**config.mk**
```make
export PLATFORM = sky130hd
export DESIGN_NAME = s2a_bridge_flat
export DESIGN_NICKNAME = d
export VERILOG_FILES = /design/src/rtl/async_pkg.sv /design/src/rtl/s2a_bridge_if.sv /design/src/rtl/sync_ff.sv /design/src/rtl/s2a_bridge.sv /design/src/flat_wrapper.sv
export SDC_FILE = /design/constraint.sdc
export NUM_CORES = 1
export LEC_CHECK = 0
export ABC_AREA = 1
export BUFFER_PORTS_ARGS = -buffer_cell sky130_fd_sc_hd__buf_2
export CORE_MARGIN = 3
export CORE_UTILIZATION = 50
export CTS_BUF_LIST = sky130_fd_sc_hd__clkbuf_2 sky130_fd_sc_hd__clkbuf_4 sky130_fd_sc_hd__clkbuf_8
export CTS_CLUSTER_DIAMETER = 30
export DETAILED_ROUTE_END_ITERATION = 7
export HOLD_SLACK_MARGIN = 0.06
export PLACE_DENSITY = 0.71
export SLEW_MARGIN = 0
export SYNTH_ARGS = -nofsm -noshare
export SYNTH_HDL_FRONTEND = slang
export SYNTH_HIERARCHICAL = 1
export SYNTH_SLANG_ARGS = --single-unit
export TNS_END_PERCENT = 5
```
**constraint.sdc**
```tcl
create_clock -name clk -period 2.8 [get_ports clk]
set_input_delay 0.42 -clock clk [delete_from_list [all_inputs] [get_ports clk]]
set_output_delay 0.42 -clock clk [all_outputs]
set_load 0.02 [all_outputs]
```
**src/rtl/async_pkg.sv**
```systemverilog
// Types shared by the clocked-to-asynchronous (WCHB) interface blocks.
package async_pkg;

  typedef enum logic [1:0] {
    IDLE   = 2'd0,
    SETUP  = 2'd1,
    REQ_HI = 2'd2,
    RTZ    = 2'd3
  } s2a_state_t;

endpackage

```
**src/rtl/s2a_bridge_if.sv**
```systemverilog
// Producer-side valid/ready bus plus the 4-phase bundled-data request/ack pair.
interface s2a_bridge_if #(
  parameter int DATA_W = 32,
  parameter int DEPTH  = 2
);
  localparam int CNT_W = $clog2(DEPTH + 1);

  logic              s_valid;
  logic              s_ready;
  logic [DATA_W-1:0] s_data;
  logic              a_req;
  logic              a_ack;
  logic [DATA_W-1:0] a_data;
  logic              busy;
  logic [CNT_W-1:0]  count;

  modport slave (
    input  s_valid, s_data, a_ack,
    output s_ready, a_req, a_data, busy, count
  );

  modport master (
    output s_valid, s_data, a_ack,
    input  s_ready, a_req, a_data, busy, count
  );

endinterface

```
**src/rtl/sync_ff.sv**
```systemverilog
// Multi-flop synchronizer for a single asynchronous level; clears to 0 on reset.
module sync_ff #(
  parameter int STAGES = 2
) (
  input  logic clk,
  input  logic rst_n,
  input  logic i_d,
  output logic o_q
);

  logic [STAGES-1:0] r_sync;

  always_ff @(posedge clk or negedge rst_n) begin
    if (!rst_n) begin
      r_sync <= '0;
    end else begin
      r_sync <= {r_sync[STAGES-2:0], i_d};
    end
  end

  assign o_q = r_sync[STAGES-1];

endmodule

```
**src/rtl/s2a_bridge.sv**
```systemverilog
// Clocked valid/ready to 4-phase return-to-zero bundled-data bridge feeding a WCHB pipeline.
//
//   state  | meaning
//   IDLE   | no word in flight; pops the FIFO head into a_data when one is waiting
//   SETUP  | a_data loaded, a_req still low for one full clock of data setup
//   REQ_HI | a_req high, waiting for the synchronized ack to rise
//   RTZ    | a_req low, waiting for the synchronized ack to return to zero
module s2a_bridge
  import async_pkg::*;
#(
  parameter int DATA_W      = 32,
  parameter int DEPTH       = 2,
  parameter int SYNC_STAGES = 2
) (
  input  logic          clk,
  input  logic          rst_n,
  s2a_bridge_if.slave   bus
);

  localparam int PTR_W = (DEPTH > 1) ? $clog2(DEPTH) : 1;
  localparam int CNT_W = $clog2(DEPTH + 1);

  logic [DATA_W-1:0] r_mem [DEPTH];
  logic [PTR_W-1:0]  r_wr_ptr;
  logic [PTR_W-1:0]  r_rd_ptr;
  logic [CNT_W-1:0]  r_count;
  logic              r_run;
  logic              r_a_req;
  logic [DATA_W-1:0] r_a_data;
  s2a_state_t        r_state;

  s2a_state_t        w_state_nxt;
  logic              w_a_req_nxt;
  logic              w_ack_sync;
  logic              w_push;
  logic              w_pop;
  logic              w_empty;
  logic              w_full;
  logic              w_s_ready;

  sync_ff #(
    .STAGES (SYNC_STAGES)
  ) u_ack_sync (
    .clk   (clk),
    .rst_n (rst_n),
    .i_d   (bus.a_ack),
    .o_q   (w_ack_sync)
  );

  // r_run keeps s_ready low until the first edge after reset release.
  assign w_empty   = (r_count == '0);
  assign w_full    = (r_count == CNT_W'(DEPTH));
  assign w_s_ready = r_run & ~w_full;
  assign w_push    = bus.s_valid & w_s_ready;

  always_comb begin
    w_state_nxt = r_state;
    w_a_req_nxt = r_a_req;
    w_pop       = 1'b0;
    case (r_state)
      IDLE: begin
        if (!w_empty) begin
          w_pop       = 1'b1;
          w_state_nxt = SETUP;
        end
      end
      SETUP: begin
        w_a_req_nxt = 1'b1;
        w_state_nxt = REQ_HI;
      end
      REQ_HI: begin
        if (w_ack_sync) begin
          w_a_req_nxt = 1'b0;
          w_state_nxt = RTZ;
        end
      end
      RTZ: begin
        if (!w_ack_sync) begin
          if (w_empty) begin
            w_state_nxt = IDLE;
          end else begin
            w_pop       = 1'b1;
            w_state_nxt = SETUP;
          end
        end
      end
      default: begin
        w_a_req_nxt = 1'b0;
        w_state_nxt = IDLE;
      end
    endcase
  end

  always_ff @(posedge clk or negedge rst_n) begin
    if (!rst_n) begin
      r_state  <= IDLE;
      r_a_req  <= 1'b0;
      r_a_data <= '0;
      r_run    <= 1'b0;
    end else begin
      r_state <= w_state_nxt;
      r_a_req <= w_a_req_nxt;
      r_run   <= 1'b1;
      if (w_pop) begin
        r_a_data <= r_mem[r_rd_ptr];
      end
    end
  end

  always_ff @(posedge clk or negedge rst_n) begin
    if (!rst_n) begin
      r_wr_ptr <= '0;
      r_rd_ptr <= '0;
      r_count  <= '0;
    end else begin
      if (w_push) begin
        r_wr_ptr <= r_wr_ptr + PTR_W'(1);
      end
      if (w_pop) begin
        r_rd_ptr <= r_rd_ptr + PTR_W'(1);
      end
      case ({w_push, w_pop})
        2'b10:   r_count <= r_count + CNT_W'(1);
        2'b01:   r_count <= r_count - CNT_W'(1);
        default: r_count <= r_count;
      endcase
    end
  end

  // Storage needs no reset: reset clears the pointers and count, which discards it.
  always_ff @(posedge clk) begin
    if (w_push) begin
      r_mem[r_wr_ptr] <= bus.s_data;
    end
  end

  assign bus.s_ready = w_s_ready;
  assign bus.a_req   = r_a_req;
  assign bus.a_data  = r_a_data;
  assign bus.busy    = (r_state != IDLE);
  assign bus.count   = r_count;

endmodule
```
**src/flat_wrapper.sv**
```systemverilog
// flat-port wrapper written by rule: the top's interface ports become plain ports
module s2a_bridge_flat import async_pkg::*;
#(
  parameter int DATA_W      = 32,
  parameter int DEPTH       = 2,
  parameter int SYNC_STAGES = 2
)
  (clk, rst_n, bus_s_valid, bus_s_data, bus_a_ack, bus_s_ready, bus_a_req, bus_a_data, bus_busy, bus_count);
  s2a_bridge_if #(.DATA_W(DATA_W), .DEPTH(DEPTH)) bus_i ();
  input  logic clk;
  input  logic rst_n;
  input wire logic [$bits(bus_i.s_valid)-1:0] bus_s_valid;
  input wire logic [$bits(bus_i.s_data)-1:0] bus_s_data;
  input wire logic [$bits(bus_i.a_ack)-1:0] bus_a_ack;
  output wire logic [$bits(bus_i.s_ready)-1:0] bus_s_ready;
  output wire logic [$bits(bus_i.a_req)-1:0] bus_a_req;
  output wire logic [$bits(bus_i.a_data)-1:0] bus_a_data;
  output wire logic [$bits(bus_i.busy)-1:0] bus_busy;
  output wire logic [$bits(bus_i.count)-1:0] bus_count;
  assign bus_i.s_valid = bus_s_valid;
  assign bus_i.s_data = bus_s_data;
  assign bus_i.a_ack = bus_a_ack;
  assign bus_s_ready = bus_i.s_ready;
  assign bus_a_req = bus_i.a_req;
  assign bus_a_data = bus_i.a_data;
  assign bus_busy = bus_i.busy;
  assign bus_count = bus_i.count;
  s2a_bridge #(.DATA_W(DATA_W), .DEPTH(DEPTH), .SYNC_STAGES(SYNC_STAGES)) u_core (.clk(clk), .rst_n(rst_n), .bus(bus_i));
endmodule
```
Yosys cells after proc, flatten, opt, wreduce, memory -nomap -nowiden --
Memory sizes are Yosys's and may differ from the RTL's. A register that Yosys moved wholly into a read port is not among the register bits. Cells that the tools add are included.
Word-level totals: register bits 10, latch bits 0, RAM bits 64, bits in read-only memories 0, input port bits 36, output and inout port bits 37, word-level logic and storage cells 45, memories 1
Operators by class: $add $sub $neg 4, $mul 0, div/mod/pow operators 0, $lt $le $gt $ge 0, equal/unequal tests 9, shifts and indexed selects 0, multiplexer cells 13, bitwise logic cells 3, reductions and logical operators 8
Memories:
- u_core.r_mem | depth 2, bits a word 32, read ports 1, clocked after Yosys merged registers in 1, write ports 1, RTL line s2a_bridge.sv:23 | logic [DATA_W-1:0] r_mem [DEPTH];
Operator list (number):
- 2-bit equality test (second input constant) | 4
- 2-bit one-hot mux with 4 select lines | 1
- 1-bit two-way mux | 6
- 2-bit two-way mux | 3
- 2-bit inequality test (second input constant) | 3
- 2-bit nonzero test | 3
- 2-bit by 1-bit equality test with 1-bit output (second input constant) | 2
- 2-bit zero test | 2
- 1-bit one-hot mux with 2 select lines | 2
- 2-bit one-hot mux with 2 select lines | 1
- 3-bit AND reduction | 1
- 1-bit adder (second input constant) | 2
- 2-bit by 1-bit adder with 2-bit output (second input constant) | 1
- 1-bit AND | 2
- 2-bit AND reduction | 1
- 2-bit by 1-bit subtractor with 2-bit output (second input constant) | 1
- 1-bit zero test | 1
- 1-bit NOT | 1

Logic depth before layout (Yosys ltp) --
depth after elaboration 6, mapped depth 12, mapped depth without buffers 11

Hierarchy --
The synthesis kept the hierarchy.
By module, submodules not included:
- s2a_bridge | instances 1, cells each 332, area each 4047.6 µm², sequential area each 2922.8 µm²
- sync_ff | instances 1, cells each 2, area each 50.0 µm², sequential area each 50.0 µm²

Worst setup path before layout --
OpenSTA, ideal clock, no wires.
path type register -> register, start register u_core.r_count[0], in the netlist u_core/bus.count[0], end memory u_core.r_mem[1][0], enable pin, library setup time 0.421 ns, arrival time 2.582 ns, data required time 2.379 ns, setup slack -0.203 ns, stages on the path, launching flop included 5, buffers on the path 0, period minus slack after synthesis 3.003 ns, cell sequence dfrtp_1 inv_1 a21boi_1 nand2_1 nor2_1
On the way: cells in the longest elaborated chain, start to end 6
RTL lines:
- start: declaration | RTL line s2a_bridge.sv:26 | logic [CNT_W-1:0] r_count;
- start signal: assignment | RTL line s2a_bridge.sv:123 | 2'b10: r_count <= r_count + CNT_W'(1);
- start signal: assignment | RTL line s2a_bridge.sv:124 | 2'b01: r_count <= r_count - CNT_W'(1);
- start signal: assignment | RTL line s2a_bridge.sv:125 | default: r_count <= r_count;
- 2-bit equality test | RTL line s2a_bridge.sv:52 | assign w_full = (r_count == CNT_W'(DEPTH));
- 1-bit NOT | RTL line s2a_bridge.sv:53 | assign w_s_ready = r_run & ~w_full;
- 1-bit AND | RTL line s2a_bridge.sv:53
- net bus_s_ready | RTL line flat_wrapper.sv:15 | output wire logic [$bits(bus_i.s_ready)-1:0] bus_s_ready;
- 1-bit AND | RTL line s2a_bridge.sv:54 | assign w_push = bus.s_valid & w_s_ready;
- 1-bit two-way mux | RTL line s2a_bridge.sv:132 | if (w_push) begin
- 1-bit two-way mux (not written as such) | RTL line s2a_bridge.sv:133 | r_mem[r_wr_ptr] <= bus.s_data;
- end: declaration | RTL line s2a_bridge.sv:23
The timed path passes the listed nets, and every way through them passes these cells.

Worst setup path after layout --
start register u_core.r_count[0], in the netlist u_core/bus.count[0], end memory u_core.r_mem[0][20], enable pin
On the way: cells in the longest elaborated chain, start to end 6
RTL lines (RTL line):
- 2-bit equality test | s2a_bridge.sv:52
- 1-bit NOT | s2a_bridge.sv:53
- 1-bit AND | s2a_bridge.sv:53
- 1-bit AND | s2a_bridge.sv:54
- 1-bit two-way mux | s2a_bridge.sv:132
- 1-bit two-way mux (not written as such) | s2a_bridge.sv:133
Every way passes these cells.

==> run_results.csv <==
group,metric,value,unit
cells_and_area,antennaDiodeCount,0,
routing,drt_first_pass_iters,4,
routing,avgRoutedWirePerCell,13.9,um
clocking,cts_resized,0,
global_route,grt_max_degree,66,
routing,num_vias,2475,
synthesis,ys_types,18,
synthesis,synth_top_area_share,46.9,%
routing,ant_nets,0,
synthesis,synth_cells,334,
synthesis,synth_area_leader_cell,"edfxtp_1",
clocking,worst_skew_pair.late_latency,0.35,ns
floorplanning,start_util,52.2,%
sta,clock_skew,0.0144,ns
global_route,grt_pass1_vias,2434,
sta,hold_viol_final,0,
sta,setup_viol_count_final,0,
synthesis,syn-num-nets,376,
cells_and_area,stdcell_count,515,
synthesis,yosysWarningCount,6,
clocking,postCtsSetupRepairBufs,0,
setup_path,cpMaxStageDelayCell,"inv_1",
sta,worst_slew_pin_slew,0.945,ns
routing,drt_wl_total,7.17,mm
floorplanning,die_w,96.5,um
power_and_ir_drop,leakage,2.23,nW
floorplanning,io_pins,73,
floorplanning,rows,32,
sta,rsz0062_at_grt,"false",
setup_path,critPathLaunch,"u_core/bus.count[0]",
cells_and_area,final_cell_area,4720,um2
routing,drcViolationCount,0,
clocking,htree_levels,3,
global_route,groute.usage.overall,16.6,%
setup_path,cp-start-kind,"register",
sta,report.final.slew_viol_count,0,
synthesis,postSynthAreaPerCell,12.3,um2
setup_path,crit_required,2.86,ns
cells_and_area,postLayoutCoreUtil,60.1,%
routing,routed_via_density,4.81,
cells_and_area,fin_nets,450,
clocking,cts_buffers,9,
power_and_ir_drop,power_density,1060,nW/um2
setup_path,arrival,1.98,ns
flow_run,cap_violations,0,
synthesis,synth_most_common_cell,"nand2_1",
cells_and_area,area_delta_synth_final,15.2,%
min_path,hold_start,"bus_a_ack",
synthesis,yosys-top-cells-count,"81 x nand2_1, 64 x edfxtp_1, 45 x inv_1",
floorplanning,core-area,7850,um2
placement,dp_hpwl,4.74,mm
sta,max_freq,521,MHz
setup_path,r2r_start,"u_core/bus.count[0]",
setup_path,worstSetupPathType,"register to register",
floorplanning,die_area,9320,um2
placement,gp_congestion,0.784,
clocking,cts_hold_buf,0,
clocking,cts-root-buf,"clkbuf_8",
floorplanning,die_h,96.5,um
sta,finalCritPeriodShare,68.6,%
routing,drtIter0Drc,147,
cells_and_area,drive_gt1_share,26.9,%
synthesis,ys_seq_area_share,72.5,%
placement,placed_area,4540,um2
global_route,antenna_found_initial,0,
setup_path,end_kind,"register",
sta,finalSetupTns,0,ns
clocking,clockBufferDepth,2,
clocking,clk_pin_slew,0.10,ns
synthesis,synthTopCellsByArea,"edfxtp_1 47%, dfrtp_1 26%, nand2_1 7.4%",
clocking,cts_sinks,106,
synthesis,synth_edf_count,64,
placement,port_buffers,72,
setup_path,crit_top_cell,"inv_1",
clocking,cts_tree,"yes",
global_route,grt-ovfl-total,0,
sta,relSlewSlack,37.0,%
synthesis,synthFlopType,"edfxtp_1",
global_route,grt_pass1_wl,11.5,mm
synthesis,async_reset_ff_share,39.6,%
synthesis,ys_seq_elements,106,
setup_path,critPathMaxFanout,18,
placement,dp_cells,499,
run_status,run_status,"completed",
synthesis,netlist_area,4100,um2
setup_path,critPathMaxStageDelay,0.50,ns
setup_path,path_cells,"inv_1 > a21boi_1 > nand3_1 > inv_1 > buf_12",
sta,finalCriticalPeriod,1.92,ns
min_path,hold_path_class,"input pin to register",
power_and_ir_drop,peakVddDrop,0.000523,V
## cell usage in the layout, fill, tap and decap left out
master and instances:
a21boi_1 1, a21oi_1 34, buf_12 1, buf_2 72
buf_4 4, clkbuf_4 1, clkbuf_8 9, clkinv_2 2
clkinv_4 3, clkinvlp_4 1, conb_1 1, dfrtp_1 42
edfxtp_1 64, ha_1 6, inv_1 45, nand2_1 80
nand2_2 1, nand3_1 6, nor2_2 2, nor2_4 1
o21ai_0 3, o21ai_1 17, o21ai_2 14, o21bai_1 1
xnor2_1 2
## critical path: cells and delay by family (launching register included)
kind            cells  cell delay (ns)
flops               1             0.45
buf+inv             3             0.83
compound gates      1             0.21
simple gates        1             0.13
## layer usage
layer,vias to the layer above,share of wire [%],global-route usage [%]
met4,0,1.4,5.96
li1,1248,-,-
met1,1165,42,21.6
met3,8,5.5,4.26
met2,54,51,27.1
met5,-,0,0
## per-stage QoR
step / hold WS (ns) / total power [W] / worst slack (ns)
floorplan: 0.124 / 0.00374 / 0.308
global placement: 0.333 / 0.00417 / 0.953
detailed placement: 0.348 / 0.00425 / 0.866
CTS: 0.155 / 0.00507 / 0.859
global route: 0.147 / 0.00540 / 0.659
finish: 0.168 / 0.00501 / 0.880
## worst paths after layout
check | endpoint | slack (ns) | cells past startpoint
setup reg to reg | u_core/r_mem[0][20] | 0.88 | 5
hold / removal | u_core/u_ack_sync/r_sync[0] | 0.17 | 1
setup / recovery | u_core/r_mem[0][20] | 0.88 | 5
max in group asynchronous | u_core/r_wr_ptr | 2.00 | 1
hold reg to reg | u_core/u_ack_sync/r_sync[1] | 0.36 | 0
min in group asynchronous | u_core/bus.a_req | 0.20 | 1
## layout make-up
class | count | area, um2
sequential | 106 | 2970
tap | 102 | 128
multi-input combinational | 169 | 865
timing repair buffer | 77 | 410
clock buffer | 10 | 131
fill | 667 | 3130
inverter | 45 | 169
clock inverter | 6 | 43.8
## registers in the layout, summed over array words and instances, names as in the netlist
| signal | cells |
|---|---|
| u_core/r_wr_ptr | 1 |
| u_core/r_run | 1 |
| u_core/bus.a_req | 1 |
| u_core/r_mem | 64 |
| u_core/u_ack_sync/r_sync | 2 |
| u_core/bus.a_data | 32 |
| u_core/r_rd_ptr | 1 |
| u_core/bus.count | 2 |
| u_core/r_state | 2 |
## power breakdown
part           total, W  internal [W]  switching [W]
logic           0.00193      0.000629        0.00130
registers       0.00225       0.00206       0.000188
clock network  0.000828      0.000335       0.000493
## logic make-up after synthesis
kind of cell | synth area share (%)
DFF | 72.5
and+or+nand+nor | 8.55
AOI/OAI and AO/OA | 9.95
buffers and inverters | 6.60
adders and majority gates | 1.83
xor gates and xnor gates | 0.428
other | 0.0915
Power figures use the tool's default switching activity.
